[src/rtl/ps2_keyboard_receiver.sv]
// PS/2 keyboard receiver: synchronizes and filters the device clock, deserializes
// odd-parity frames, folds E0/F0 prefixes into flags and strobes one event per key.
module ps2_keyboard_receiver #(
    parameter int FILTER_LEN     = 8,
    parameter int TIMEOUT_CYCLES = 50000
) (
    input  logic       clk,
    input  logic       rst,
    input  logic       ps2_clk,
    input  logic       ps2_data,
    output logic [7:0] data,
    output logic       extended,
    output logic       released,
    output logic       valid,
    output logic       error
);

    localparam int FW = $clog2(FILTER_LEN + 1);
    localparam int TW = $clog2(TIMEOUT_CYCLES + 1);

    localparam logic [7:0] CODE_EXT = 8'hE0;
    localparam logic [7:0] CODE_BRK = 8'hF0;

    typedef enum logic [1:0] {
        ST_IDLE,
        ST_DATA,
        ST_PARITY,
        ST_STOP
    } state_t;

    // Input synchronizers (lines idle high)
    logic          clk_meta_q;
    logic          clk_sync_q;
    logic          dat_meta_q;
    logic          dat_sync_q;

    // Clock glitch filter
    logic          filt_q, filt_d;
    logic [FW-1:0] filt_cnt_q, filt_cnt_d;
    logic          filt_prev_q;
    logic          sample_ev;

    // Frame deserializer
    state_t        state_q, state_d;
    logic [2:0]    bit_cnt_q, bit_cnt_d;
    logic [7:0]    shift_q, shift_d;
    logic          par_q, par_d;
    logic [TW-1:0] to_cnt_q, to_cnt_d;
    logic          byte_done;
    logic          frame_fail;
    logic          timeout_hit;

    // Byte layer and outputs
    logic          ext_pend_q, ext_pend_d;
    logic          brk_pend_q, brk_pend_d;
    logic [7:0]    data_q, data_d;
    logic          ext_q, ext_d;
    logic          rel_q, rel_d;
    logic          valid_q, valid_d;
    logic          error_q, error_d;

    // Two-flop synchronizers for both asynchronous PS/2 lines
    always_ff @(posedge clk or posedge rst) begin
        if (rst) begin
            clk_meta_q <= 1'b1;
            clk_sync_q <= 1'b1;
            dat_meta_q <= 1'b1;
            dat_sync_q <= 1'b1;
        end else begin
            clk_meta_q <= ps2_clk;
            clk_sync_q <= clk_meta_q;
            dat_meta_q <= ps2_data;
            dat_sync_q <= dat_meta_q;
        end
    end

    // Filtered clock follows the synchronized clock only after a stable run
    always_comb begin
        filt_d     = filt_q;
        filt_cnt_d = '0;
        if (clk_sync_q != filt_q) begin
            if (filt_cnt_q == FW'(FILTER_LEN - 1)) begin
                filt_d = clk_sync_q;
            end else begin
                filt_cnt_d = filt_cnt_q + 1'b1;
            end
        end
    end

    // Filter state and previous filtered level for edge detection
    always_ff @(posedge clk or posedge rst) begin
        if (rst) begin
            filt_q      <= 1'b1;
            filt_cnt_q  <= '0;
            filt_prev_q <= 1'b1;
        end else begin
            filt_q      <= filt_d;
            filt_cnt_q  <= filt_cnt_d;
            filt_prev_q <= filt_q;
        end
    end

    assign sample_ev = filt_prev_q & ~filt_q;

    // Frame FSM next state, timeout supervision and byte-layer decode
    always_comb begin
        state_d     = state_q;
        bit_cnt_d   = bit_cnt_q;
        shift_d     = shift_q;
        par_d       = par_q;
        to_cnt_d    = to_cnt_q;
        byte_done   = 1'b0;
        frame_fail  = 1'b0;
        timeout_hit = 1'b0;
        ext_pend_d  = ext_pend_q;
        brk_pend_d  = brk_pend_q;
        data_d      = data_q;
        ext_d       = ext_q;
        rel_d       = rel_q;
        valid_d     = 1'b0;
        error_d     = 1'b0;

        if (state_q == ST_IDLE || sample_ev) begin
            to_cnt_d = '0;
        end else begin
            to_cnt_d = to_cnt_q + 1'b1;
        end

        if (sample_ev) begin
            unique case (state_q)
                ST_IDLE: begin
                    if (!dat_sync_q) begin
                        state_d   = ST_DATA;
                        bit_cnt_d = 3'd0;
                    end
                end
                ST_DATA: begin
                    shift_d   = {dat_sync_q, shift_q[7:1]};
                    bit_cnt_d = bit_cnt_q + 3'd1;
                    if (bit_cnt_q == 3'd7) begin
                        state_d = ST_PARITY;
                    end
                end
                ST_PARITY: begin
                    par_d   = dat_sync_q;
                    state_d = ST_STOP;
                end
                ST_STOP: begin
                    state_d = ST_IDLE;
                    if (dat_sync_q && (^{shift_q, par_q})) begin
                        byte_done = 1'b1;
                    end else begin
                        frame_fail = 1'b1;
                    end
                end
                default: state_d = ST_IDLE;
            endcase
        end else if (state_q != ST_IDLE &&
                     to_cnt_q == TW'(TIMEOUT_CYCLES - 1)) begin
            timeout_hit = 1'b1;
            state_d     = ST_IDLE;
            to_cnt_d    = '0;
        end

        unique case (1'b1)
            byte_done: begin
                if (shift_q == CODE_EXT) begin
                    ext_pend_d = 1'b1;
                end else if (shift_q == CODE_BRK) begin
                    brk_pend_d = 1'b1;
                end else begin
                    data_d     = shift_q;
                    ext_d      = ext_pend_q;
                    rel_d      = brk_pend_q;
                    valid_d    = 1'b1;
                    ext_pend_d = 1'b0;
                    brk_pend_d = 1'b0;
                end
            end
            (frame_fail | timeout_hit): begin
                error_d    = 1'b1;
                ext_pend_d = 1'b0;
                brk_pend_d = 1'b0;
            end
            default: ;
        endcase
    end

    // Frame, prefix and output registers
    always_ff @(posedge clk or posedge rst) begin
        if (rst) begin
            state_q    <= ST_IDLE;
            bit_cnt_q  <= 3'd0;
            shift_q    <= 8'h00;
            par_q      <= 1'b0;
            to_cnt_q   <= '0;
            ext_pend_q <= 1'b0;
            brk_pend_q <= 1'b0;
            data_q     <= 8'h00;
            ext_q      <= 1'b0;
            rel_q      <= 1'b0;
            valid_q    <= 1'b0;
            error_q    <= 1'b0;
        end else begin
            state_q    <= state_d;
            bit_cnt_q  <= bit_cnt_d;
            shift_q    <= shift_d;
            par_q      <= par_d;
            to_cnt_q   <= to_cnt_d;
            ext_pend_q <= ext_pend_d;
            brk_pend_q <= brk_pend_d;
            data_q     <= data_d;
            ext_q      <= ext_d;
            rel_q      <= rel_d;
            valid_q    <= valid_d;
            error_q    <= error_d;
        end
    end

    assign data     = data_q;
    assign extended = ext_q;
    assign released = rel_q;
    assign valid    = valid_q;
    assign error    = error_q;

endmodule

[config.mk]
export PLATFORM = sky130hd
export DESIGN_NAME = ps2_keyboard_receiver
export DESIGN_NICKNAME = d
export VERILOG_FILES = /design/src/rtl/ps2_keyboard_receiver.sv
export SDC_FILE = /design/constraint.sdc
export NUM_CORES = 1
export LEC_CHECK = 0
export BUFFER_PORTS_ARGS = -buffer_cell sky130_fd_sc_hd__buf_2
export CORE_ASPECT_RATIO = 1.5
export CORE_UTILIZATION = 55
export CTS_CLUSTER_DIAMETER = 120
export DETAILED_ROUTE_END_ITERATION = 10
export PLACE_DENSITY = 0.73
export REMOVE_ABC_BUFFERS = 1
export SYNTH_ARGS = -nofsm -noshare
export SYNTH_HDL_FRONTEND = slang
export SYNTH_SLANG_ARGS = --single-unit
export TNS_END_PERCENT = 5
[constraint.sdc]
create_clock -name clk -period 3.79 [get_ports clk]
set_clock_uncertainty 0.15 [all_clocks]
set_input_delay 0 -clock clk [delete_from_list [all_inputs] [get_ports clk]]
set_output_delay 0 -clock clk [all_outputs]
set_load 0.01 [all_outputs]
==> results.json <==
{
  "seq_area_um2": 1359,
  "initial_core_util": 0.5842,
  "fillers": 340,
  "worstPathRequired_ps": 3840,
  "io_buffers": 15,
  "antenna_found_initial": 0,
  "drt_iter0_markers": 46,
  "vias": 1606,
  "seqPwrFrac": 0.490,
  "cts_tree": "yes",
  "routabilityCongestion": 0.8157,
  "cts_setup_buffers": 0,
  "numCtsBuffers": 5,
  "cp_num_buf_inv": 0,
  "p_int_mw": 1.002,
  "rows": 29,
  "grt_start_max_net_pins": 55,
  "die-area_um2": 4827,
  "syn_area_um2": 2501,
  "ys_ff_latch": 54,
  "cts-htree-levels": 2,
  "irDropWorstVdd_mv": 0.2977,
  "die_y_um": 84.59,
  "clk_latency_ps": 310,
  "synth_cell_type_count": 38,
  "crit_fanout": 13,
  "hold_depth": 2,
  "cts_resized": 0,
  "critical_path_arrival_ps": 2490,
  "nets": 253,
  "leakage_nw": 1.317,
  "placed_cell_area_um2": 2615,
  "clockPowerShare": 0.275,
  "cts_max_path_buffers": 2,
  "comb_power_share": 0.235,
  "finalHoldViolCount": 0,
  "track_usage": 0.1951,
  "hold_start": "ps2_data",
  "grt_first_pass_wirelength_um": 7293,
  "grt_pass1_vias": 1633,
  "drive_gt1_frac": 0.2107,
  "syn_area_per_cell_um2": 11.37,
  "powerDensity_nw_per_um2": 527.2,
  "dp.final_hpwl_um": 2784,
  "crit_chain": "xor3_2, xor2_1, mux2i_1, o2111a_2, mux2_2",
  "crit_slowest_cell": "xor3_2",
  "swShare": 0.3128,
  "hold_buffers": 3,
  "p_sw_mw": 0.4562,
  "rrSetupSlack_ps": 1350,
  "maxSlewHeadroom": 0.2747,
  "setup-violations-final": 0,
  "cap_violations": 0,
  "cts_root_buf": "clkbuf_8",
  "synth_edf_count": 0,
  "start_kind": "flop",
  "r2r_end": "released",
  "slowest_delay_ps": 470,
  "period_share": 0.6440,
  "min_path_type": "in2reg",
  "wl_um": 4041,
  "drc": 0,
  "status": "completed",
  "postSynthCellCount": 220,
  "whs_endpoint": "dat_meta_q",
  "ys_seq_area_frac": 0.5433,
  "dr.pass1.iters": 4,
  "cts.sinks": 54,
  "area_growth_pct": 10.61,
  "worstMarginPinSlew_ps": 1086,
  "ant_nets": 0,
  "slew_violations": 0,
  "coreArea_um2": 4282,
  "yosysWarnings": 0,
  "n_antenna_cell": 0,
  "cp_top_family": "XOR/XNOR gates",
  "multi_input_area_um2": 1079,
  "fin_area_um2": 2766,
  "rsz0062_at_grt": "no",
  "holdWs_ps": 176.2,
  "async_flop_share": 1.000,
  "critical_path_class": "reg2reg",
  "worstRegToRegCells": 5,
  "avgRoutedWirePerCell_um": 14.03,
  "overflow": 0,
  "fmax_mhz": 409.7,
  "clkTransAtPathRegs_ps": 100,
  "finalSetupTns_ps": 0,
  "viasPerCell": 5.576,
  "period_needed_ps": 2441,
  "rr_startpoint": "shift_q[2]",
  "critPathCaptureType": "flop",
  "ys.flop_type": "dfrtp_1",
  "boundaryPins": 16,
  "die_x_um": 57.06
}
sequential cells by signal, indices dropped and copies added, names as in the netlist, 2 cells and up:
| signal | count |
|---|---|
| bit_cnt_q | 3 |
| data | 8 |
| filt_cnt_q | 4 |
| shift_q | 8 |
| state_q | 2 |
| to_cnt_q | 16 |
logic make-up after synthesis:
kind of cell             after synthesis  share of synthesized area
AO/OA/AOI/OAI                         25                    0.06653
adder cells (fa/ha/maj)                8                    0.04002
AND/OR/NAND/NOR                       77                     0.1471
buffers and inverters                 15                    0.02551
XOR/XNOR                              25                     0.1000
multiplexers                          16                    0.07754
flip-flops                            54                     0.5433
metrics by stage:
stage / std cells / total power [mW] / util / setup WS [ps]
after floorplan: 215 / 0.9796 / - / 1425
after global placement: 277 / 1.058 / 0.6108 / 1438
after detailed placement: 277 / 1.067 / 0.6108 / 1367
after CTS: 288 / 1.473 / 0.6461 / 1357
after global routing: 288 / 1.553 / 0.6461 / 1248
final: 288 / 1.458 / 0.6461 / 1349
per-layer routing:
| layer | track usage | vias to the layer above | routed length [um] |
|---|---|---|---|
| li1 | - | 794 | - |
| met1 | 0.2381 | 788 | 1801 |
| met2 | 0.3326 | 16 | 2079 |
| met3 | 0.03852 | 8 | 72 |
| met4 | 0.08204 | 0 | 88 |
| met5 | 0 | - | 0 |
power by group through the flow:
stage,clock (mW),combinational [mW],sequential (mW)
after floorplan,0,0.272,0.708
after global placement,0,0.334,0.724
after detailed placement,0,0.342,0.726
after CTS,0.413,0.346,0.715
after global routing,0.429,0.399,0.726
final,0.401,0.343,0.715
cells in the mapped netlist (2+ instances only):
| library cell | number | area, um^2 |
|---|---|---|
| xor2_1 | 11 | 96.34 |
| o21ai_0 | 9 | 45.04 |
| xnor2_1 | 12 | 105.1 |
| a31oi_1 | 2 | 12.51 |
| and3_1 | 4 | 25.02 |
| mux2_2 | 11 | 123.9 |
| a211oi_1 | 2 | 15.01 |
| nand2_1 | 15 | 56.30 |
| nor2b_1 | 2 | 12.51 |
| ha_1 | 8 | 100.1 |
| nor3b_1 | 2 | 15.01 |
| mux2_4 | 4 | 60.06 |
| dfrtp_1 | 48 | 1201 |
| inv_1 | 10 | 37.54 |
| clkbuf_1 | 4 | 15.01 |
| nor4b_1 | 2 | 17.52 |
| nand4_1 | 3 | 18.77 |
| dfstp_2 | 6 | 157.7 |
| nor3_1 | 5 | 25.02 |
| nand3_1 | 13 | 65.06 |
| a21oi_1 | 4 | 20.02 |
| nor2_1 | 27 | 101.4 |
cell type report:
cell class | instances | area share
Inverter | 10 | 0.01357
Tap cell | 46 | 0.02081
Multi-Input combinational cell | 151 | 0.3899
Sequential cell | 54 | 0.4912
Timing Repair Buffer | 19 | 0.04071
Clock inverter | 2 | 0.01402
Clock buffer | 6 | 0.02985
layout by cell type (no fill, tap or decap), types with 2 or more instances in the layout:
| cell type | instances |
|---|---|
| nor2_1 | 27 |
| a21oi_1 | 4 |
| nand3_1 | 13 |
| xnor2_1 | 12 |
| dfrtp_1 | 48 |
| nand2_1 | 15 |
| nor4b_1 | 2 |
| dlygate4sd3_1 | 3 |
| nor2b_1 | 2 |
| a211oi_1 | 2 |
| inv_1 | 9 |
| dfstp_2 | 6 |
| nor3b_1 | 2 |
| and3_1 | 4 |
| ha_1 | 8 |
| mux2_4 | 4 |
| nor3_1 | 5 |
| o21ai_0 | 9 |
| mux2_2 | 11 |
| a31oi_1 | 2 |
| nand4_1 | 3 |
| buf_2 | 15 |
| clkbuf_8 | 6 |
| xor2_1 | 11 |
how the worst max path moves through the flow:
| stage | from | endpoint | cells past startpoint |
|---|---|---|---|
| final | shift_q[2] | released | 5 |
| after global routing | shift_q[2] | data[6] | 5 |
| after CTS | shift_q[2] | released | 5 |
| after detailed placement | shift_q[2] | released | 5 |
| after global placement | shift_q[2] | data[6] | 5 |
| after floorplan | filt_prev_q | data[6] | 5 |
(Power assumes the default switching activity.)
